[config.mk]
export PLATFORM = sky130hd
export DESIGN_NAME = csi2_rx_raw16_to_raw8_adapter
export DESIGN_NICKNAME = d
export VERILOG_FILES = /design/src/rtl/csi2_pkg.sv /design/src/rtl/csi2_line_frame_checker.sv /design/src/rtl/csi2_rx_raw16_to_raw8_adapter.sv
export SDC_FILE = /design/constraint.sdc
export NUM_CORES = 1
export LEC_CHECK = 0
export ABC_AREA = 1
export CAP_MARGIN = 10
export CORE_MARGIN = 3
export CORE_UTILIZATION = 55
export CTS_CLUSTER_SIZE = 25
export DETAILED_ROUTE_END_ITERATION = 8
export PLACE_DENSITY_LB_ADDON = 0.15
export SLEW_MARGIN = 25
export SYNTH_ARGS = -nofsm -noshare
export SYNTH_HDL_FRONTEND = slang
export SYNTH_SLANG_ARGS = --single-unit
[constraint.sdc]
create_clock -name clk -period 2.65 [get_ports clk]
set_input_delay 0.53 -clock clk [delete_from_list [all_inputs] [get_ports clk]]
set_output_delay 0.53 -clock clk [all_outputs]
set_load 0.02 [all_outputs]
[src/rtl/csi2_pkg.sv]
// Shared CSI-2 receive definitions: byte-phase state of the RAW16->RAW8 splitter
// and the bit positions of the line/frame error vector.
package csi2_pkg;

  typedef enum logic [1:0] {
    PH_EMPTY = 2'd0,
    PH_LO    = 2'd1,
    PH_HI    = 2'd2
  } phase_e;

  localparam int ERR_W         = 3;
  localparam int ERR_SHORT_BIT = 0;
  localparam int ERR_LONG_BIT  = 1;
  localparam int ERR_ABORT_BIT = 2;

endpackage

[src/rtl/csi2_line_frame_checker.sv]
// Tracks word/line position within a frame, counts completed frames and flags
// short lines, long lines and frames restarted by an early start-of-frame.
module csi2_line_frame_checker
  import csi2_pkg::*;
#(
  parameter int WORDS_PER_LINE = 256,
  parameter int LINE_COUNT     = 16
) (
  input  logic             clk,
  input  logic             rst_n,
  input  logic             word_acc,
  input  logic             sof,
  input  logic             eol,
  output logic             frame_end,
  output logic [ERR_W-1:0] err,
  output logic [15:0]      frame_cnt
);

  localparam int WW = (WORDS_PER_LINE > 1) ? $clog2(WORDS_PER_LINE) : 1;
  localparam int LW = (LINE_COUNT > 1) ? $clog2(LINE_COUNT) : 1;
  localparam logic [WW-1:0] WORD_LAST = WW'(WORDS_PER_LINE - 1);
  localparam logic [LW-1:0] LINE_LAST = LW'(LINE_COUNT - 1);

  logic [WW-1:0]    word_q, word_d, word_eff;
  logic [LW-1:0]    line_q, line_d, line_eff;
  logic [15:0]      frame_cnt_q, frame_cnt_d;
  logic [ERR_W-1:0] err_q, err_d;
  logic             abort, last_word, last_line, line_end;

  // A start-of-frame word always restarts at word 0 line 0, whatever the counters say.
  always_comb begin
    abort       = sof && ((word_q != '0) || (line_q != '0));
    word_eff    = sof ? '0 : word_q;
    line_eff    = sof ? '0 : line_q;
    last_word   = (word_eff == WORD_LAST);
    last_line   = (line_eff == LINE_LAST);
    line_end    = last_word || eol;
    frame_end   = last_word && last_line;
    word_d      = word_q;
    line_d      = line_q;
    frame_cnt_d = frame_cnt_q;
    err_d       = '0;
    if (word_acc) begin
      word_d = line_end ? '0 : word_eff + 1'b1;
      line_d = line_eff;
      if (line_end) begin
        line_d = last_line ? '0 : line_eff + 1'b1;
        if (last_line) frame_cnt_d = frame_cnt_q + 1'b1;
      end
      err_d[ERR_SHORT_BIT] = eol && !last_word;
      err_d[ERR_LONG_BIT]  = last_word && !eol;
      err_d[ERR_ABORT_BIT] = abort;
    end
  end

  always_ff @(posedge clk or negedge rst_n) begin
    if (!rst_n) begin
      word_q      <= '0;
      line_q      <= '0;
      frame_cnt_q <= '0;
      err_q       <= '0;
    end else begin
      word_q      <= word_d;
      line_q      <= line_d;
      frame_cnt_q <= frame_cnt_d;
      err_q       <= err_d;
    end
  end

  assign err       = err_q;
  assign frame_cnt = frame_cnt_q;

endmodule

[src/rtl/csi2_rx_raw16_to_raw8_adapter.sv]
// Splits a RAW16 AXI4-Stream into RAW8 bytes (low byte first) with registered
// outputs, marking start/end of frame and reporting line/frame framing errors.
//   state    | meaning
//   PH_EMPTY | no word held; upstream ready
//   PH_LO    | low byte presented downstream
//   PH_HI    | high byte presented; may accept the next word as it leaves
module csi2_rx_raw16_to_raw8_adapter
  import csi2_pkg::*;
#(
  parameter int WORDS_PER_LINE = 256,
  parameter int LINE_COUNT     = 16
) (
  input  logic        clk,
  input  logic        rst_n,
  input  logic [15:0] s_axis_tdata,
  input  logic        s_axis_tvalid,
  output logic        s_axis_tready,
  input  logic        s_axis_tlast,
  input  logic        s_axis_tuser,
  output logic [7:0]  m_axis_tdata,
  output logic        m_axis_tvalid,
  input  logic        m_axis_tready,
  output logic        m_axis_tlast,
  output logic        m_axis_tuser,
  output logic        err_short_line,
  output logic        err_long_line,
  output logic        err_frame_abort,
  output logic [15:0] frame_cnt
);

  phase_e           phase_q, phase_d;
  logic             rdy_en_q, rdy_en_d;
  logic [7:0]       data_q, data_d, hi_q, hi_d;
  logic             valid_q, valid_d, user_q, user_d, last_q, last_d, eof_q, eof_d;
  logic             s_acc, m_acc, frame_end;
  logic [ERR_W-1:0] err;

  // rdy_en_q keeps s_axis_tready low through reset and releases it one edge later.
  assign s_axis_tready = rdy_en_q &&
                         ((phase_q == PH_EMPTY) || ((phase_q == PH_HI) && m_axis_tready));
  assign s_acc = s_axis_tvalid && s_axis_tready;
  assign m_acc = valid_q && m_axis_tready;

  always_comb begin
    phase_d  = phase_q;
    rdy_en_d = 1'b1;
    data_d   = data_q;
    hi_d     = hi_q;
    valid_d  = valid_q;
    user_d   = user_q;
    last_d   = last_q;
    eof_d    = eof_q;
    if (s_acc) begin
      phase_d = PH_LO;
      data_d  = s_axis_tdata[7:0];
      hi_d    = s_axis_tdata[15:8];
      valid_d = 1'b1;
      user_d  = s_axis_tuser;
      last_d  = 1'b0;
      eof_d   = frame_end;
    end else if (m_acc) begin
      if (phase_q == PH_LO) begin
        phase_d = PH_HI;
        data_d  = hi_q;
        user_d  = 1'b0;
        last_d  = eof_q;
      end else begin
        phase_d = PH_EMPTY;
        valid_d = 1'b0;
        user_d  = 1'b0;
        last_d  = 1'b0;
      end
    end
  end

  always_ff @(posedge clk or negedge rst_n) begin
    if (!rst_n) begin
      phase_q  <= PH_EMPTY;
      rdy_en_q <= 1'b0;
      data_q   <= '0;
      hi_q     <= '0;
      valid_q  <= 1'b0;
      user_q   <= 1'b0;
      last_q   <= 1'b0;
      eof_q    <= 1'b0;
    end else begin
      phase_q  <= phase_d;
      rdy_en_q <= rdy_en_d;
      data_q   <= data_d;
      hi_q     <= hi_d;
      valid_q  <= valid_d;
      user_q   <= user_d;
      last_q   <= last_d;
      eof_q    <= eof_d;
    end
  end

  csi2_line_frame_checker #(
    .WORDS_PER_LINE(WORDS_PER_LINE),
    .LINE_COUNT    (LINE_COUNT)
  ) u_checker (
    .clk      (clk),
    .rst_n    (rst_n),
    .word_acc (s_acc),
    .sof      (s_axis_tuser),
    .eol      (s_axis_tlast),
    .frame_end(frame_end),
    .err      (err),
    .frame_cnt(frame_cnt)
  );

  assign m_axis_tdata    = data_q;
  assign m_axis_tvalid   = valid_q;
  assign m_axis_tuser    = user_q;
  assign m_axis_tlast    = last_q;
  assign err_short_line  = err[ERR_SHORT_BIT];
  assign err_long_line   = err[ERR_LONG_BIT];
  assign err_frame_abort = err[ERR_ABORT_BIT];

endmodule
Word-level counts from Yosys, hierarchy flattened:

Index checks and enable logic that the tools add are counted.

* register bits after elaboration: 54
* input port bits: 22
* output and inout port bits: 31
* logic and storage cells: 61

* add/sub/neg operators: 3
* equal/unequal tests: 5
* mux-type cells: 20
* reductions and logical operators: 21

Operators with widths (count)
* $mux 8: 5
* $add 16x1->16 const B: 1
* $mux 4: 3
* $add 8x1->8 const B: 1
* $eq 8x8->1 const B: 1
* $logic_and 1x1->1: 8
* $mux 1: 8
* $reduce_bool 8->1: 1
* $mux 2: 3
* $add 4x1->4 const B: 1
* $eq 4x4->1 const B: 1
* $reduce_and 2->1: 2
* $reduce_bool 2->1: 2
* $reduce_bool 4->1: 1
* $logic_or 1x1->1: 3
* $mux 3: 1
* $reduce_and 3->1: 1
* $eq 2x1->1 const B: 1
* $eq 2x2->1 const B: 1
* $logic_not 1->1: 2
* $logic_not 2->1: 1
* $ne 2x2->1 const B: 1

Depth between registers and ports, before layout:

* depth in word-level cells: 7
* gate-level depth with buffers: 11
* depth with buffers taken out: 11

Hierarchy:

Synthesis repeated with hierarchy kept, for this count alone.

* cell total of the unflattened synthesis: 382
* area, all modules: 2921.6 um^2

By module, submodules not included
* csi2_line_frame_checker: instances 1, cells an instance 259, area each 1879.3 um^2, seq. area each 775.7 um^2
* csi2_rx_raw16_to_raw8_adapter: instances 1, cells an instance 123, area each 1042.2 um^2, seq. area each 575.6 um^2

Least setup slack after synthesis:

Ideal clock, no wire load.

* kind: input to register
* start: in s_axis_tuser
* end: reg u_checker.frame_cnt_q[3] (netlist: u_checker.frame_cnt[3])
* library setup time: 0.117 ns
* arrival: 1.712 ns
* data required time: 2.533 ns
* slack: 0.821 ns
* cell stages on the path: 11
* path buffers: 2
* path through: buf_6 nor2_1 ha_1 nand3_2 nor2_2 nand2_4 nand2_8 nand3_4 buf_6 nand2_1 nand2_1

* cells in the longest elaborated chain, start to end: 4
* elaborated cells on any way between the ends: 6
* those cells by class: eq/ne: 2; mux: 2; reduce/logical: 2

RTL lines
* start: declaration: RTL line csi2_rx_raw16_to_raw8_adapter.sv:19 `input logic s_axis_tuser,`
* $mux 8: RTL line csi2_line_frame_checker.sv:33 `word_eff = sof ? '0 : word_q;`
* $eq 8x8->1: RTL line csi2_line_frame_checker.sv:35 `last_word = (word_eff == WORD_LAST);`
* $logic_or 1x1->1: RTL line csi2_line_frame_checker.sv:37 `line_end = last_word || eol;`
* $reduce_and 3->1 (no source line) *
* end signal: assignment: RTL line csi2_line_frame_checker.sv:65 `frame_cnt_q <= frame_cnt_d;`
* end: declaration: RTL line csi2_line_frame_checker.sv:26 `logic [15:0] frame_cnt_q, frame_cnt_d;`

Every way passes the cells marked *; elsewhere a longest branch is shown, timed or not.
A chain may end at the register's enable or synchronous reset.

Worst setup path after layout:

* start: in m_axis_tready
* end: out s_axis_tready

* cells in the longest elaborated chain, start to end: 3

RTL lines
* start: declaration: RTL line csi2_rx_raw16_to_raw8_adapter.sv:22 `input logic m_axis_tready,`
* $logic_and 1x1->1: RTL line csi2_rx_raw16_to_raw8_adapter.sv:40 `((phase_q == PH_EMPTY) || ((phase_q == PH_HI) && m_axis_tready));`
* $logic_or 1x1->1: RTL line csi2_rx_raw16_to_raw8_adapter.sv:40
* $logic_and 1x1->1: RTL line csi2_rx_raw16_to_raw8_adapter.sv:39 `assign s_axis_tready = rdy_en_q &&`
* end: declaration: RTL line csi2_rx_raw16_to_raw8_adapter.sv:17 `output logic s_axis_tready,`

No other way between the ends.

==> flow_metrics.py <==
metrics = {
    "critical_path": {
        "endpoint": "s_axis_tready",
        "required_ns": 2.12,
        "arrival_ns": 1.85,
        "worstPathMaxFanout": 2,
        "start_kind": "input port",
        "cp-end-kind": "output port",
        "r2r-end": "u_checker.frame_cnt[1]",
        "r2r_slack_ns": 0.92,
        "critPathLaunch": "m_axis_tready",
        "reg2reg_from": "u_checker.word_q[0]",
        "critPathKind": "input port to output port",
        "reg2reg_depth": 11,
    },
    "sta": {
        "setup_ws_ns": 0.273,
        "finalMaxSlewViolations": 0,
        "fin_crit_ns": 2.38,
        "fin_skew_ns": 0.0121,
        "rsz0062_at_grt": "no",
        "max_slew_margin_pct": 56.1,
        "finalSetupViolCount": 0,
        "fin_crit_sh_pct": 89.7,
        "tightest_slew_ns": 0.659,
        "timing.fmax_mhz": 421,
        "setup-tns-final_ns": 0,
        "finalHoldViolations": 0,
    },
    "drt": {
        "routed_wl_um": 6360,
        "firstDrtPassIters": 4,
        "drt-initial-drc-count": 174,
        "via_count": 2500,
        "viasPerCell": 5.06,
        "final_antenna_net_count": 0,
        "post_drt_wl_per_cell_um": 12.9,
        "drc": 0,
    },
    "worst_hold_path": {
        "hp-class": "input port to async pin",
    },
    "layout": {
        "regArea_um2": 1350,
        "multi_input_area_um2": 1380,
        "syn_to_final_growth_pct": 21.9,
        "final_area_um2": 3590,
        "nets": 448,
        "fill_cells": 449,
        "num_antenna_cells": 0,
        "final_common_cell": "nand2_1",
        "most-common-layout-cells": "137 x nand2_1, 54 x dfrtp_1, 51 x clkdlybuf4s50_1",
        "final_util_pct": 69.8,
        "drive_above_1_share_pct": 7.78,
    },
    "place": {
        "post-place-ws_ns": 0.0949,
        "gp_congestion": 0.865,
        "place_area_um2": 3500,
        "hpwl_um": 4750,
        "io_buffers": 52,
    },
    "synthesis": {
        "synth_seq_area_share_pct": 45.9,
        "synth_cell_types": 35,
        "syn_nets": 394,
        "synthesis.area_um2": 2940,
        "synth_cells": 369,
        "synth_seq_cells": 54,
        "avgSynthCellArea_um2": 7.98,
        "synth_warnings": 0,
    },
    "power_and_ir_drop": {
        "ir_drop_uv": 357,
        "p_leak_uw": 0.00181,
        "total_power_uw": 1350,
        "power-per-cell-area_nw_per_um2": 377,
    },
    "global_route": {
        "overflow": 0,
        "grt_pass1_wl_um": 11300,
        "grt_max_degree": 55,
        "antenna_found_initial": 0,
        "grtUsageTotal_pct": 22.4,
        "grt_pass1_vias": 2498,
    },
    "cts": {
        "clkSinkCount": 54,
        "clock_latency_ns": 0.30,
        "clockBufferDepth": 2,
        "numCtsBuffers": 5,
        "cts_resized": 0,
        "cts_hold_buf": 0,
        "cts_max_level": 2,
        "cts_tree": "built",
        "post_cts_buffers": 0,
        "clk_pin_slew_ns": 0.10,
        "clockRootBuffer": "clkbuf_8",
    },
    "status": {
        "outcome": "complete, no violations",
    },
    "floorplanning": {
        "initial_utilization_pct": 57.3,
        "fp.dieW_um": 79.2,
        "io_pins": 53,
        "dieArea_um2": 6270,
        "std_cell_rows": 26,
        "die_h_um": 79.2,
        "fp.coreArea_um2": 5140,
    },
    "run": {
        "maxCapViolations": 0,
    },
}
-- final cells by class --
type	count	area share, %
clock inverter	2	0.384
clock buffer	6	2.02
inverter	38	4.18
tap	70	2.44
sequential	54	37.7
multi-input combinational	269	38.3
timing repair buffer	55	15.0
-- power breakdown --
part,switching (uW),internal (uW),leakage (uW)
sequential,0.181,824,0.000705
clock,262,187,0.0000452
combinational,41.4,36.1,0.00106
total,304,1050,0.00181
-- layer usage --
metal / wire length (um) / GRT usage, % / part of all wire (%)
met1: 2890 / 29.9 / 45
met2: 3200 / 37.5 / 50
met5: 0 / 0 / 0
met3: 212 / 3.63 / 3.3
met4: 51 / 6.70 / 0.80
-- cell usage after synthesis --
cell type | instances | area (um^2)
nand2_1 | 137 | 514
dfrtp_1 | 54 | 1350
nand3_1 | 35 | 175
inv_1 | 34 | 128
nor2_1 | 31 | 116
o21ai_0 | 9 | 45.0
xnor2_1 | 7 | 61.3
nand4_1 | 6 | 37.5
o22ai_1 | 6 | 37.5
xor2_1 | 6 | 52.6
nand3_2 | 4 | 40.0
buf_2 | 3 | 15.0
ha_1 | 3 | 37.5
nand3_4 | 3 | 52.6
nor2_8 | 3 | 60.1
nor3_1 | 3 | 15.0
o21ai_1 | 3 | 15.0
buf_4 | 2 | 15.0
buf_6 | 2 | 22.5
inv_2 | 2 | 7.51
nand2_4 | 2 | 22.5
a21oi_2 | 1 | 8.76
a31oi_1 | 1 | 6.26
buf_8 | 1 | 15.0
conb_1 | 1 | 3.75
inv_4 | 1 | 6.26
inv_6 | 1 | 8.76
nand2_2 | 1 | 6.26
nand2_8 | 1 | 20.0
nor2_2 | 1 | 6.26
nor2_4 | 1 | 11.3
nor4_1 | 1 | 6.26
o211ai_1 | 1 | 7.51
o21ai_2 | 1 | 8.76
o31ai_1 | 1 | 7.51
-- state kept, by name, summed over array words and instances, names as in the netlist --
name	cells
eof_q	1
m_axis_tlast	1
u_checker.word_q	8
m_axis_tuser	1
u_checker.err	3
u_checker.line_q	4
rdy_en_q	1
m_axis_tdata	8
m_axis_tvalid	1
phase_q	2
hi_q	8
u_checker.frame_cnt	16
-- through the flow --
stage | cells | hold slack, ns
floorplan | 369 | 0.234
finish | 494 | 0.327
global placement | 486 | 0.458
detailed placement | 486 | 0.466
CTS | 494 | 0.357
global route | 494 | 0.390
-- cell families (layout without fill, tap and decap cells) --
group,after synthesis,after routing,synth area share [%]
AO/OA/AOI/OAI,23,23,4.63
XOR/XNOR,13,13,3.87
flip-flops,54,54,45.9
AND/OR/NAND/NOR,229,229,36.8
adder cells (fa/ha/maj),3,3,1.28
buffers and inverters,46,101,7.39
other,1,1,0.127
-- worst min-delay path by stage --
stage | from | to | slack, ns
after floorplan | rst_n | eof_q | 0.23
after global placement | hi_q[4] | hi_q[4] | 0.46
after detailed placement | hi_q[7] | hi_q[7] | 0.47
after CTS | rst_n | u_checker.word_q[5] | 0.36
after global routing | rst_n | u_checker.word_q[5] | 0.39
final | rst_n | u_checker.word_q[5] | 0.33
-- critical path, cell delays in order --
cell             delay [ns]
clkdlybuf4s50_1        0.48
inv_1                  0.05
nand2_1                0.08
nand2_1                0.06
inv_1                  0.05
clkdlybuf4s50_1        0.59
No activity file was read; power rests on OpenSTA's default activity.
